**src/rtl/booth_seq_divider_if.sv**
```systemverilog
// Handshake and operand/result bundle for booth_seq_divider.
// The requester uses the master modport and the divider uses the slave modport.
interface booth_seq_divider_if #(
  parameter int DATAWIDTH = 8
);
  logic                     START;
  logic [2*DATAWIDTH-1:0]   DIVIDEND;
  logic [DATAWIDTH-1:0]     DIVISOR;
  logic [DATAWIDTH-1:0]     QUOTIENT;
  logic [DATAWIDTH-1:0]     REMAINDER;
  logic                     BUSY;
  logic                     Done;
  logic                     DIV0;
  logic                     OVF;

  modport master (
    output START, DIVIDEND, DIVISOR,
    input  QUOTIENT, REMAINDER, BUSY, Done, DIV0, OVF
  );

  modport slave (
    input  START, DIVIDEND, DIVISOR,
    output QUOTIENT, REMAINDER, BUSY, Done, DIV0, OVF
  );
endinterface

```
**src/rtl/booth_seq_divider.sv**
```systemverilog
// Sequential radix-2 restoring divider: 2W-bit dividend / W-bit divisor.
// It produces one quotient bit per cycle. The fixed flow is IDLE -> PREP -> ITER (W cycles) -> FIX.
// Optional feature macro: DIV_SIGNED_EN (two's-complement operands/results).
// When the macro is undefined, the divider is purely unsigned.
module booth_seq_divider #(
  parameter int DATAWIDTH = 8
) (
  input logic               CLK,
  input logic               RST,
  booth_seq_divider_if.slave bus
);
  localparam int W  = DATAWIDTH;
  localparam int CW = $clog2(W);
  localparam logic [CW-1:0] CNT_LAST = CW'(W - 1);
`ifdef DIV_SIGNED_EN
  localparam logic [W-1:0] Q_MAX_POS = {1'b0, {(W-1){1'b1}}};
  localparam logic [W-1:0] Q_MAX_NEG = {1'b1, {(W-1){1'b0}}};
`endif

  typedef enum logic [1:0] {S_IDLE, S_PREP, S_ITER, S_FIX} state_t;

  state_t          state_q, state_d;
  logic [CW-1:0]   cnt_q, cnt_d;
  logic [2*W-1:0]  dvd_q, dvd_d;      // raw dividend, kept for the DIV0 remainder
  logic [W-1:0]    dvs_q, dvs_d;      // raw divisor, replaced by its magnitude in PREP
  logic [W-1:0]    rem_q, rem_d;      // partial remainder
  logic [W-1:0]    shf_q, shf_d;      // low dividend bits shift out, quotient bits shift in
  logic            div0_q, div0_d;    // divisor magnitude was zero
  logic            povf_q, povf_d;    // quotient cannot fit before iterating
`ifdef DIV_SIGNED_EN
  logic            qneg_q, qneg_d;    // quotient negative (operand signs differ)
  logic            rneg_q, rneg_d;    // remainder takes the dividend sign
`endif
  logic [W-1:0]    quot_q, quot_d;
  logic [W-1:0]    remo_q, remo_d;
  logic            busy_q, busy_d;
  logic            done_q, done_d;
  logic            div0o_q, div0o_d;
  logic            ovf_q, ovf_d;

  // Datapath temporaries
  logic [2*W-1:0]  dvd_mag;
  logic [W-1:0]    dvs_mag;
  logic [W:0]      r_sh;
  logic [W-1:0]    q_mag;
  logic            ovf_any;

  // Next-state and datapath logic for every register
  always_comb begin
    // NOTE: every variable gets a default here, so no path through the case leaves one unassigned and no latch is inferred.
    state_d = state_q;
    cnt_d   = cnt_q;
    dvd_d   = dvd_q;
    dvs_d   = dvs_q;
    rem_d   = rem_q;
    shf_d   = shf_q;
    div0_d  = div0_q;
    povf_d  = povf_q;
`ifdef DIV_SIGNED_EN
    qneg_d  = qneg_q;
    rneg_d  = rneg_q;
`endif
    quot_d  = quot_q;
    remo_d  = remo_q;
    busy_d  = busy_q;
    done_d  = 1'b0;
    div0o_d = div0o_q;
    ovf_d   = ovf_q;
    dvd_mag = dvd_q;
    dvs_mag = dvs_q;
    r_sh    = {rem_q, shf_q[W-1]};
    q_mag   = shf_q;
    ovf_any = povf_q;

    unique case (state_q)
      S_IDLE: begin
        if (bus.START) begin
          dvd_d   = bus.DIVIDEND;
          dvs_d   = bus.DIVISOR;
          busy_d  = 1'b1;
          state_d = S_PREP;
        end
      end

      S_PREP: begin
`ifdef DIV_SIGNED_EN
        // Unsigned 2W/W-bit negation is exact for the most negative value (2^(2W-1), 2^(W-1)), so nothing wraps.
        dvd_mag = dvd_q[2*W-1] ? -dvd_q : dvd_q;
        dvs_mag = dvs_q[W-1]   ? -dvs_q : dvs_q;
        rneg_d  = dvd_q[2*W-1];
        qneg_d  = dvd_q[2*W-1] ^ dvs_q[W-1];
`endif
        dvs_d   = dvs_mag;
        div0_d  = (dvs_mag == '0);
        povf_d  = (dvd_mag[2*W-1:W] >= dvs_mag);
        rem_d   = dvd_mag[2*W-1:W];
        shf_d   = dvd_mag[W-1:0];
        cnt_d   = '0;
        state_d = S_ITER;
      end

      S_ITER: begin
        // Iterations always run, even when a flag is set, so the latency stays fixed.
        if (r_sh >= {1'b0, dvs_q}) begin
          rem_d = r_sh[W-1:0] - dvs_q;
          shf_d = {shf_q[W-2:0], 1'b1};
        end else begin
          rem_d = r_sh[W-1:0];
          shf_d = {shf_q[W-2:0], 1'b0};
        end
        if (cnt_q == CNT_LAST) begin
          cnt_d   = '0;
          state_d = S_FIX;
        end else begin
          cnt_d   = cnt_q + CW'(1);
        end
      end

      S_FIX: begin
`ifdef DIV_SIGNED_EN
        ovf_any = povf_q | (qneg_q ? (q_mag > Q_MAX_NEG) : (q_mag > Q_MAX_POS));
`endif
        if (div0_q) begin
          quot_d  = '1;
          remo_d  = dvd_q[W-1:0];
          div0o_d = 1'b1;
          ovf_d   = 1'b0;
        end else if (ovf_any) begin
          quot_d  = '0;
          remo_d  = '0;
          div0o_d = 1'b0;
          ovf_d   = 1'b1;
        end else begin
`ifdef DIV_SIGNED_EN
          quot_d  = qneg_q ? -q_mag : q_mag;
          remo_d  = rneg_q ? -rem_q : rem_q;
`else
          quot_d  = q_mag;
          remo_d  = rem_q;
`endif
          div0o_d = 1'b0;
          ovf_d   = 1'b0;
        end
        done_d  = 1'b1;
        busy_d  = 1'b0;
        state_d = S_IDLE;
      end

      default: state_d = S_IDLE;
    endcase
  end

  // State register: asynchronous reset aborts any operation immediately
  always_ff @(posedge CLK or posedge RST) begin
    // NOTE: datapath registers are reset too, so reset leaves every internal register at zero.
    if (RST) begin
      state_q <= S_IDLE;
      cnt_q   <= '0;
      dvd_q   <= '0;
      dvs_q   <= '0;
      rem_q   <= '0;
      shf_q   <= '0;
      div0_q  <= 1'b0;
      povf_q  <= 1'b0;
`ifdef DIV_SIGNED_EN
      qneg_q  <= 1'b0;
      rneg_q  <= 1'b0;
`endif
      quot_q  <= '0;
      remo_q  <= '0;
      busy_q  <= 1'b0;
      done_q  <= 1'b0;
      div0o_q <= 1'b0;
      ovf_q   <= 1'b0;
    end else begin
      // NOTE: non-blocking assignments make every flop sample the pre-edge value of every other flop.
      state_q <= state_d;
      cnt_q   <= cnt_d;
      dvd_q   <= dvd_d;
      dvs_q   <= dvs_d;
      rem_q   <= rem_d;
      shf_q   <= shf_d;
      div0_q  <= div0_d;
      povf_q  <= povf_d;
`ifdef DIV_SIGNED_EN
      qneg_q  <= qneg_d;
      rneg_q  <= rneg_d;
`endif
      quot_q  <= quot_d;
      remo_q  <= remo_d;
      busy_q  <= busy_d;
      done_q  <= done_d;
      div0o_q <= div0o_d;
      ovf_q   <= ovf_d;
    end
  end

  assign bus.QUOTIENT  = quot_q;
  assign bus.REMAINDER = remo_q;
  assign bus.BUSY      = busy_q;
  assign bus.Done      = done_q;
  assign bus.DIV0      = div0o_q;
  assign bus.OVF       = ovf_q;

endmodule

```
**src/flat_wrapper.sv**
```systemverilog
// flat-port wrapper written by rule: the top's interface ports become plain ports
module booth_seq_divider_flat 
#(
  parameter int DATAWIDTH = 8
)
  (CLK, RST, bus_START, bus_DIVIDEND, bus_DIVISOR, bus_QUOTIENT, bus_REMAINDER, bus_BUSY, bus_Done, bus_DIV0, bus_OVF);
  booth_seq_divider_if #(.DATAWIDTH(DATAWIDTH)) bus_i ();
  input logic CLK;
  input logic RST;
  input wire logic [$bits(bus_i.START)-1:0] bus_START;
  input wire logic [$bits(bus_i.DIVIDEND)-1:0] bus_DIVIDEND;
  input wire logic [$bits(bus_i.DIVISOR)-1:0] bus_DIVISOR;
  output wire logic [$bits(bus_i.QUOTIENT)-1:0] bus_QUOTIENT;
  output wire logic [$bits(bus_i.REMAINDER)-1:0] bus_REMAINDER;
  output wire logic [$bits(bus_i.BUSY)-1:0] bus_BUSY;
  output wire logic [$bits(bus_i.Done)-1:0] bus_Done;
  output wire logic [$bits(bus_i.DIV0)-1:0] bus_DIV0;
  output wire logic [$bits(bus_i.OVF)-1:0] bus_OVF;
  assign bus_i.START = bus_START;
  assign bus_i.DIVIDEND = bus_DIVIDEND;
  assign bus_i.DIVISOR = bus_DIVISOR;
  assign bus_QUOTIENT = bus_i.QUOTIENT;
  assign bus_REMAINDER = bus_i.REMAINDER;
  assign bus_BUSY = bus_i.BUSY;
  assign bus_Done = bus_i.Done;
  assign bus_DIV0 = bus_i.DIV0;
  assign bus_OVF = bus_i.OVF;
  booth_seq_divider #(.DATAWIDTH(DATAWIDTH)) u_core (.CLK(CLK), .RST(RST), .bus(bus_i));
endmodule
```
**config.mk**
```make
export PLATFORM = sky130hd
export DESIGN_NAME = booth_seq_divider_flat
export DESIGN_NICKNAME = d
export VERILOG_FILES = /design/src/rtl/booth_seq_divider_if.sv /design/src/rtl/booth_seq_divider.sv /design/src/flat_wrapper.sv
export SDC_FILE = /design/constraint.sdc
export NUM_CORES = 1
export LEC_CHECK = 0
export BUFFER_PORTS_ARGS = -buffer_cell sky130_fd_sc_hd__buf_2
export CAP_MARGIN = 20
export CORE_MARGIN = 3
export CORE_UTILIZATION = 50
export CTS_BUF_LIST = sky130_fd_sc_hd__clkbuf_4 sky130_fd_sc_hd__clkbuf_8 sky130_fd_sc_hd__clkbuf_16
export DETAILED_ROUTE_END_ITERATION = 12
export GPL_TIMING_DRIVEN = 0
export PLACE_DENSITY = 0.81
export SYNTH_ARGS = -nofsm -noshare
export SYNTH_HDL_FRONTEND = slang
export SYNTH_SLANG_ARGS = --single-unit
```
**constraint.sdc**
```tcl
create_clock -name CLK -period 2.3 [get_ports CLK]
set_clock_uncertainty 0.1 [all_clocks]
set_input_delay 0.345 -clock CLK [delete_from_list [all_inputs] [get_ports CLK]]
set_output_delay 0.345 -clock CLK [all_outputs]
set_load 0.05 [all_outputs]
```
==> results.yml, run 1 <==
status:
  run_status: "finished clean"
die:
  die_w_um: 90.6
  die_h_um: 90.6
  row_count: 30
  start_util_pct: 52.1
  core-area_sq_mm: 0.00687
  die_area_sq_mm: 0.00821
  io_pins: 47
synth:
  synth_top_family_by_area: "compound AO/OA/AOI/OAI gates"
  synthAdderAreaFrac_pct: 8.25
  synth-edff-count: 0
  synth-xor-area-share_pct: 0.489
  synth_mux_area_share_pct: 10.1
  syn_nets: 401
  syn_inst: 351
  yosysSeqAreaShare_pct: 46.8
  dominantRegCellSynth: "dfrtp_1"
  ys_seq_elements: 67
  synth.distinct_cells: 49
  yosys.area_share.simple_pct: 11.5
  ys_warn_count: 0
  syn_area_sq_mm: 0.00358
  synth_compound_area_share_pct: 18.2
  syn_avg_cell_area_sq_um: 10.2
  async_flop_share_pct: 100
detailed_routing:
  drc: 0
  final_antenna_net_count: 0
  wl_per_cell_um: 17.1
  routed_wl_um: 8720
  via_per_inst: 5.75
  drt-pass1-iter-count: 5
  drt_iter0_markers: 198
  vias: 2934
clock_tree:
  clk_pin_slew_ns: 0.08
  cts_tree: "built"
  cts_max_level: 3
  cts-resized-gates: 0
  cts_setup_buffers: 0
  cts_inserted_buffers: 9
  cts.sinks: 67
  cts_root_buf: "clkbuf_8"
  clk_latency_ns: 0.35
  cts_buffer_depth: 2
worst_setup_path:
  cp_cell_sequence: "inv_1 > ha_1 > fa_1 > nand4b_1 > a31oi_1 > or3_1 > o211ai_1 > a31oi_1"
  r2r_setup_slack_ns: 0.17
  critPathLaunchType: "register"
  critPathMaxFanout: 3
  path_buf_inv: 1
  critical-path-top-delay-family: "adder cells"
  crit_top_cell: "a31oi_1"
  ff2ff_path_depth: 8
  cp-end-kind: "register"
  reg2reg_to: "u_core.rem_q[6]"
  critical_path_required_ns: 2.46
  critPathKind: "reg2reg"
  crit_cells: 8
  critPathMaxStageDelay_ns: 0.41
  worstPathArrival_ns: 2.29
  cp_slowest_cell: "fa_1"
  r2r_start: "u_core.q_mag[7]"
place:
  numPortBuffers: 46
  hpwl_um: 6390
  placed_cells: 494
  dpl_cell_area_sq_mm: 0.00395
  gp_congestion: 0.916
sta:
  maxSlewHeadroom_pct: 52.6
  rsz0062_at_grt: "false"
  finalSetupViolCount: 0
  fin_crit_ns: 2.13
  slew_violations: 0
  tightest_slew_ns: 0.711
  hold_violations: 0
  max_freq_mhz: 469
  fin_crit_sh_pct: 92.6
layout:
  n_fill_cell: 574
  diodes: 0
  layout.nets: 459
  final_util_pct: 60.3
  fin_cells: 510
  drive_above_1_share_pct: 26.3
  final_cell_area_sq_mm: 0.00414
  multi_input_area_sq_mm: 0.00174
  area_delta_synth_final_pct: 15.7
  ff_latch_area_sq_mm: 0.00168
global_route:
  grt_use_total_pct: 22.1
  grt_pass1_wl_um: 14400
  overflow: 0
  grt_max_degree: 45
  grt_pass1_vias: 3014
  antenna_found_initial: 0
hold_path:
  hold_start: "bus_DIVIDEND[9]"
  worstHoldEndpoint: "u_core.dvd_mag[9]"
  hold_depth: 2
  hp-class: "in2reg"
flow_run:
  cap_violations: 0
[worst max path at each step]
| stage | startpoint | endpoint | slack, ns |
|---|---|---|---|
| after detailed placement | u_core.q_mag[7] | u_core.rem_q[6] | 0.17 |
| after global routing | u_core.q_mag[7] | u_core.rem_q[6] | 0.03 |
| final | u_core.q_mag[7] | u_core.rem_q[6] | 0.17 |
| after global placement | RST | u_core.dvd_mag[8] | -0.56 |
| after floorplan | RST | u_core.bus.BUSY | 0.17 |
| after CTS | u_core.state_q[0] | u_core.rem_q[7] | 0.15 |
[cell usage in the layout (no fill, tap or decap), drive strengths merged]
cell,n
dfrtp,67
buf,55
a21oi,42
nor2,37
inv,27
mux2,26
o21ai,25
ha,22
clkbuf,17
nand2,15
nand3,13
mux2i,7
a22oi,7
a31oi,6
nand2b,5
nor2b,3
o211ai,3
o22ai,3
clkinvlp,3
a21o,3
a31o,3
a211oi,3
nor4,2
and3,2
xor2,2
or3,2
and2,1
nand3b,1
a221oi,1
a211o,1
nor3,1
o31ai,1
o2111ai,1
nand4,1
nand4b,1
o22a,1
nor3b,1
fa,1
clkinv,1
dlygate4sd3,1
[what timing repair did]
action | 4_1_cts | 5_1_grt
setup endpoints to repair | 0 | 2
hold buffers | 1 | 0
endpoints found under the hold margin | 23 | 0
[worst register-to-register path, delay by kind of cell (launching register included)]
kind / cells / cell delay, ns
adders and majority gates: 2 / 0.66
DFF: 1 / 0.39
AOI/OAI and AO/OA: 3 / 0.47
and+or+nand+nor: 2 / 0.34
buffers and inverters: 1 / 0.10
[area by class of cell]
class                           count  share of cell area, %
Clock inverter                      6                   1.18
Multi-Input combinational cell    243                   42.0
Inverter                           25                   2.26
Timing Repair Buffer               48                   6.28
Clock buffer                       10                   3.32
Buffer                             15                   1.63
Sequential cell                    67                   40.5
Tap cell                           96                   2.90
[stage by stage]
| stage | setup WS [ns] | hold WS, ns | TNS (ns) |
|---|---|---|---|
| floorplan | 0.172 | 0.396 | 0 |
| global placement | -0.556 | 0.383 | -36.90 |
| detailed placement | 0.165 | 0.309 | 0 |
| CTS | 0.149 | 0.105 | 0 |
| global route | 0.0260 | 0.114 | 0 |
| finish | 0.170 | 0.116 | 0 |
[per-layer routing]
metal  GRT usage (%)  share of wire [%]  up-vias  wire length (um)
met1            27.4                 43     1441              3730
met4            10.3                2.7        0               233
met3            5.25                6.3       25               549
met2            36.3                 48      111              4210
li1                -                  -     1357                 -
met5               0                  0        -                 0
[synthesized netlist by cell type, drive strengths merged, types with 7 or more instances]
library cell	number	share of area, %
dfrtp	67	47
a21oi	42	6.8
nor2	37	4.1
mux2	26	8.2
inv	25	2.6
o21ai	25	3.5
ha	22	7.7
nand2	15	1.6
nand3	13	2.2
buf	8	1.2
clkbuf	8	0.84
a22oi	7	1.5
mux2i	7	2.0
[kinds of logic after synthesis]
family,Yosys count
compound gates,100
simple gates,85
flops,67
buf+inv,41
mux,33
fa+ha+maj,23
xor+xnor,2
[sequential cells by signal (all words and copies together), names as in the netlist]
| name | count |
|---|---|
| u_core.q_mag | 8 |
| u_core.div0_q | 1 |
| u_core.state_q | 2 |
| u_core.bus.QUOTIENT | 8 |
| u_core.dvs_mag | 8 |
| u_core.rem_q | 8 |
| u_core.dvd_mag | 16 |
| u_core.ovf_any | 1 |
| u_core.bus.OVF | 1 |
| u_core.bus.Done | 1 |
| u_core.cnt_q | 3 |
| u_core.bus.REMAINDER | 8 |
| u_core.bus.DIV0 | 1 |
| u_core.bus.BUSY | 1 |
Power of run 1 is left out: the tool's default activity adds up to more than one toggle a clock period on the data nets, which glitch-free logic cannot reach.
==> run 2: changes to the inputs <==
--- a/config.mk
+++ b/config.mk
@@ -5,11 +5,12 @@
 export SDC_FILE = /design/constraint.sdc
 export NUM_CORES = 1
 export LEC_CHECK = 0
-export BUFFER_PORTS_ARGS = -buffer_cell sky130_fd_sc_hd__buf_2
+export BUFFER_PORTS_ARGS = -buffer_cell sky130_fd_sc_hd__buf_4
 export CAP_MARGIN = 20
 export CORE_MARGIN = 3
 export CORE_UTILIZATION = 50
 export CTS_BUF_LIST = sky130_fd_sc_hd__clkbuf_4 sky130_fd_sc_hd__clkbuf_8 sky130_fd_sc_hd__clkbuf_16
+export CTS_CLUSTER_SIZE = 14
 export DETAILED_ROUTE_END_ITERATION = 12
 export GPL_TIMING_DRIVEN = 0
 export PLACE_DENSITY = 0.81
==> results.yml, run 2 (same netlist as run 1, synthesis figures left out) <==
status:
  run_status: "finished clean"
clock_tree:
  cts_root_buf: "clkbuf_8"
  clk_pin_slew_ns: 0.08
  cts_buffer_depth: 2
  cts_inserted_buffers: 9
  cts_setup_buffers: 0
  clk_latency_ns: 0.35
  cts_tree: "built"
  cts_max_level: 3
  cts.sinks: 67
global_route:
  overflow: 0
  grt_pass1_wl_um: 14500
  antenna_found_initial: 0
  grt_use_total_pct: 22.0
  grt_pass1_vias: 2942
  grt_max_degree: 41
sta:
  tightest_slew_ns: 0.639
  max_freq_mhz: 467
  fin_crit_ns: 2.14
  hold_violations: 0
  slew_violations: 0
  rsz0062_at_grt: "false"
  maxSlewHeadroom_pct: 57.4
  tns_ns: 0
  fin_crit_sh_pct: 93.2
  finalSetupViolCount: 0
detailed_routing:
  routed_wl_um: 8510
  wl_per_cell_um: 16.7
  drt-pass1-iter-count: 4
  final_antenna_net_count: 0
  vias: 2857
  drc: 0
  drt_iter0_markers: 244
  via_per_inst: 5.59
hold_path:
  hold_depth: 2
  hp-class: "in2reg"
layout:
  diodes: 0
  largest_reg_flops: 16
  final_common_cell: "dfrtp_1"
  drive_above_1_share_pct: 26.5
  layout.nets: 460
  final_util_pct: 62.7
  mostFrequentLayoutCells: "dfrtp_1, buf_4, a21oi_1"
  area_delta_synth_final_pct: 20.3
place:
  numPortBuffers: 46
  gp_congestion: 0.944
  hpwl_um: 6050
die:
  die_area_sq_mm: 0.00821
  die_w_um: 90.6
  start_util_pct: 52.1
  io_pins: 47
  core-area_sq_mm: 0.00687
  die_h_um: 90.6
  row_count: 30
worst_setup_path:
  r2r_setup_slack_ns: 0.16
  crit_path_end: "u_core.q_mag[0]"
  critPathLaunchType: "register"
  worstPathArrival_ns: 2.32
  ff2ff_path_depth: 6
  reg2reg_to: "u_core.q_mag[0]"
  crit_start: "u_core.state_q[0]"
  critical_path_required_ns: 2.48
  cp-end-kind: "register"
  critPathKind: "reg2reg"
  critPathMaxFanout: 10
  r2r_start: "u_core.state_q[0]"
flow_run:
  cap_violations: 0
run 2: cell count changes in the layout (fill, tap and decap cells not counted):
cell        delta
inv_6          -1
bufinv_16      +2
clkinvlp_4     -2
buf_4         +46
buf_2         -46
clkbuf_2       +1
clkbuf_4       +1
run 2: stage by stage:
step	instance area, sq um	worst slack [ns]	hold WS, ns	cells
after CTS	4310	0.206	0.109	511
after global placement	4050	-0.607	0.389	493
after floorplan	3580	0.172	0.396	351
after global routing	4310	0.0118	0.111	511
final	4310	0.157	0.117	511
after detailed placement	4070	0.203	0.360	494
run 2: critical path, cell delays in order, from the launching register on:
cell      delay (ns)
dfrtp_1         0.40
inv_1           0.08
ha_1            0.30
clkbuf_1        0.40
buf_1           0.48
o21ai_0         0.17
o22ai_1         0.14
run 2: routing by layer:
metal | vias up | wire (um) | global-route usage [%] | part of all wire [%]
met2 | 76 | 4090 | 35.6 | 48
met3 | 17 | 450 | 4.50 | 5.3
li1 | 1362 | - | - | -
met4 | 0 | 142 | 7.27 | 1.7
met1 | 1402 | 3830 | 29.7 | 45
met5 | - | 0 | 0 | 0
run 2: layout make-up:
class	count	area, sq um
fillers	558	2560
flip-flops and latches	67	1680
well taps	96	120
plain buffers	16	72.6
multi-input cells	243	1740
inverters	25	93.8
repair buffers	48	375
clock inverters	5	85.1
clock buffers	11	145
run 2: worst min path at each step:
stage,startpoint,end,slack (ns)
floorplan,bus_DIVIDEND[3],u_core.dvd_mag[3],0.40
global placement,u_core.bus.BUSY,u_core.bus.BUSY,0.39
detailed placement,RST,u_core.dvd_mag[6],0.36
CTS,bus_DIVIDEND[13],u_core.dvd_mag[13],0.11
global route,bus_DIVIDEND[13],u_core.dvd_mag[13],0.11
finish,bus_DIVIDEND[13],u_core.dvd_mag[13],0.12
run 2: timing repair:
action / 4_1_cts / 5_1_grt
resized for setup: 0 / 2
setup endpoints to repair: 0 / 1
hold endpoints to repair: 27 / 0
hold buffers: 1 / 0
Power of run 2 is left out for the same reason.
==> run 3: changes to the inputs <==
--- a/config.mk
+++ b/config.mk
@@ -14,6 +14,7 @@
 export DETAILED_ROUTE_END_ITERATION = 12
 export GPL_TIMING_DRIVEN = 0
 export PLACE_DENSITY = 0.81
+export RECOVER_POWER = 25
 export SYNTH_ARGS = -nofsm -noshare
 export SYNTH_HDL_FRONTEND = slang
 export SYNTH_SLANG_ARGS = --single-unit
==> results.yml, run 3 (same netlist as run 1, synthesis figures left out) <==
die:
  die_w_um: 90.6
  core-area_sq_mm: 0.00687
  row_count: 30
  die_h_um: 90.6
  io_pins: 47
  die_area_sq_mm: 0.00821
  start_util_pct: 52.1
sta:
  hold_violations: 0
  slew_violations: 0
  tightest_slew_ns: 1.07
  fin_crit_sh_pct: 92.6
  finalSetupViolCount: 0
  fin_crit_ns: 2.13
  tns_ns: 0
  max_freq_mhz: 469
  whs_ns: 0.116
  rsz0062_at_grt: "false"
  maxSlewHeadroom_pct: 28.7
place:
  gp_congestion: 0.944
  placed_cells: 494
  hpwl_um: 6050
  numPortBuffers: 46
flow_run:
  cap_violations: 0
global_route:
  grt_use_met3_pct: 4.50
  antenna_found_initial: 0
  grt_use_total_pct: 22.0
  use_met2_pct: 35.6
  gr-max-usage-layer: "met2"
  grt_max_degree: 41
  grt_pass1_vias: 2942
  grt_pass1_wl_um: 14500
  grt_use_met1_pct: 29.7
  overflow: 0
hold_path:
  hold_start: "bus_DIVIDEND[13]"
  hold_depth: 2
  hp-class: "in2reg"
  worstHoldEndpoint: "u_core.dvd_mag[13]"
detailed_routing:
  drt-pass1-iter-count: 4
  final_antenna_net_count: 0
  via_per_inst: 5.61
  wl_per_cell_um: 16.7
  routed_wl_um: 8540
  vias: 2868
  drc: 0
  drt_iter0_markers: 183
worst_setup_path:
  critical_path_required_ns: 2.48
  critPathMaxFanout: 10
  critPathLaunchType: "register"
  reg2reg_to: "u_core.q_mag[0]"
  worstPathArrival_ns: 2.31
  cp_cell_sequence: "inv_1 > ha_1 > clkbuf_1 > buf_1 > o21ai_0 > o22ai_1"
  critPathKind: "reg2reg"
  r2r_setup_slack_ns: 0.17
  cp-end-kind: "register"
  critPathMaxStageDelay_ns: 0.48
  r2r_start: "u_core.state_q[0]"
  ff2ff_path_depth: 6
  cp_slowest_cell: "buf_1"
layout:
  ff_latch_area_sq_mm: 0.00168
  n_fill_cell: 572
  multi_input_area_sq_mm: 0.00174
  fin_cells: 511
  drive_above_1_share_pct: 24.1
  final_common_cell: "dfrtp_1"
  layout.nets: 460
  diodes: 0
  largest_reg_flops: 16
  final_util_pct: 62.2
  mostFrequentLayoutCells: "dfrtp_1, a21oi_1, nor2_1, buf_4, mux2_2"
  area_delta_synth_final_pct: 19.4
clock_tree:
  cts_tree: "built"
  cts.sinks: 67
  clk_pin_slew_ns: 0.08
  cts_inserted_buffers: 9
  clk_latency_ns: 0.36
  cts_root_buf: "clkbuf_8"
  cts_buffer_depth: 2
  cts_max_level: 3
status:
  run_status: "finished clean"
-- run 3: cell types whose count changed in the layout (fill, tap and decap cells not counted), sizes merged --
cell / previous run / this run
clkbuf: 19 / 29
buf: 55 / 45
-- run 3: through the flow --
step,cell area [sq um],setup slack [ns]
finish,4270,0.169
global route,4270,0.0118
CTS,4310,0.206
detailed placement,4070,0.203
global placement,4050,-0.607
floorplan,3580,0.172
-- run 3: area by class of cell --
class / count / area share (%)
Clock inverter: 5 / 1.99
Buffer: 16 / 1.70
Clock buffer: 11 / 3.40
Inverter: 25 / 2.20
Tap cell: 96 / 2.81
Multi-Input combinational cell: 243 / 40.7
Sequential cell: 67 / 39.2
Timing Repair Buffer: 48 / 7.99
-- run 3: what timing repair did --
action,4_1_cts,5_1_grt
endpoints found under the hold margin,27,0
endpoints found under the setup margin,0,1
resized for setup,0,2
hold buffers,1,0
buffers inserted,0,0
-- run 3: worst max-delay path: cells and delay by family, from the launching register on --
kind / cells / cell delay (ns)
fa+ha+maj: 1 / 0.30
compound gates: 2 / 0.31
buf+inv: 3 / 0.95
flops: 1 / 0.41
-- run 3: metal layers --
metal / vias to the layer above / routed length (um)
li1: 1364 / -
met3: 13 / 456
met1: 1415 / 3850
met2: 76 / 4110
met4: 0 / 121
met5: - / 0
-- run 3: how the worst max path moves through the flow --
stage | from | to | slack [ns] | depth (start not counted)
2_1_floorplan | RST | u_core.bus.BUSY | 0.17 | 1
3_3_place_gp | RST | u_core.dvd_mag[8] | -0.61 | 2
3_5_place_dp | u_core.state_q[0] | u_core.q_mag[0] | 0.20 | 6
4_1_cts | u_core.state_q[0] | u_core.rem_q[7] | 0.21 | 6
5_1_grt | u_core.state_q[0] | u_core.rem_q[7] | 0.01 | 6
6_report | u_core.state_q[0] | u_core.q_mag[0] | 0.17 | 6
Power of run 3 is left out for the same reason.
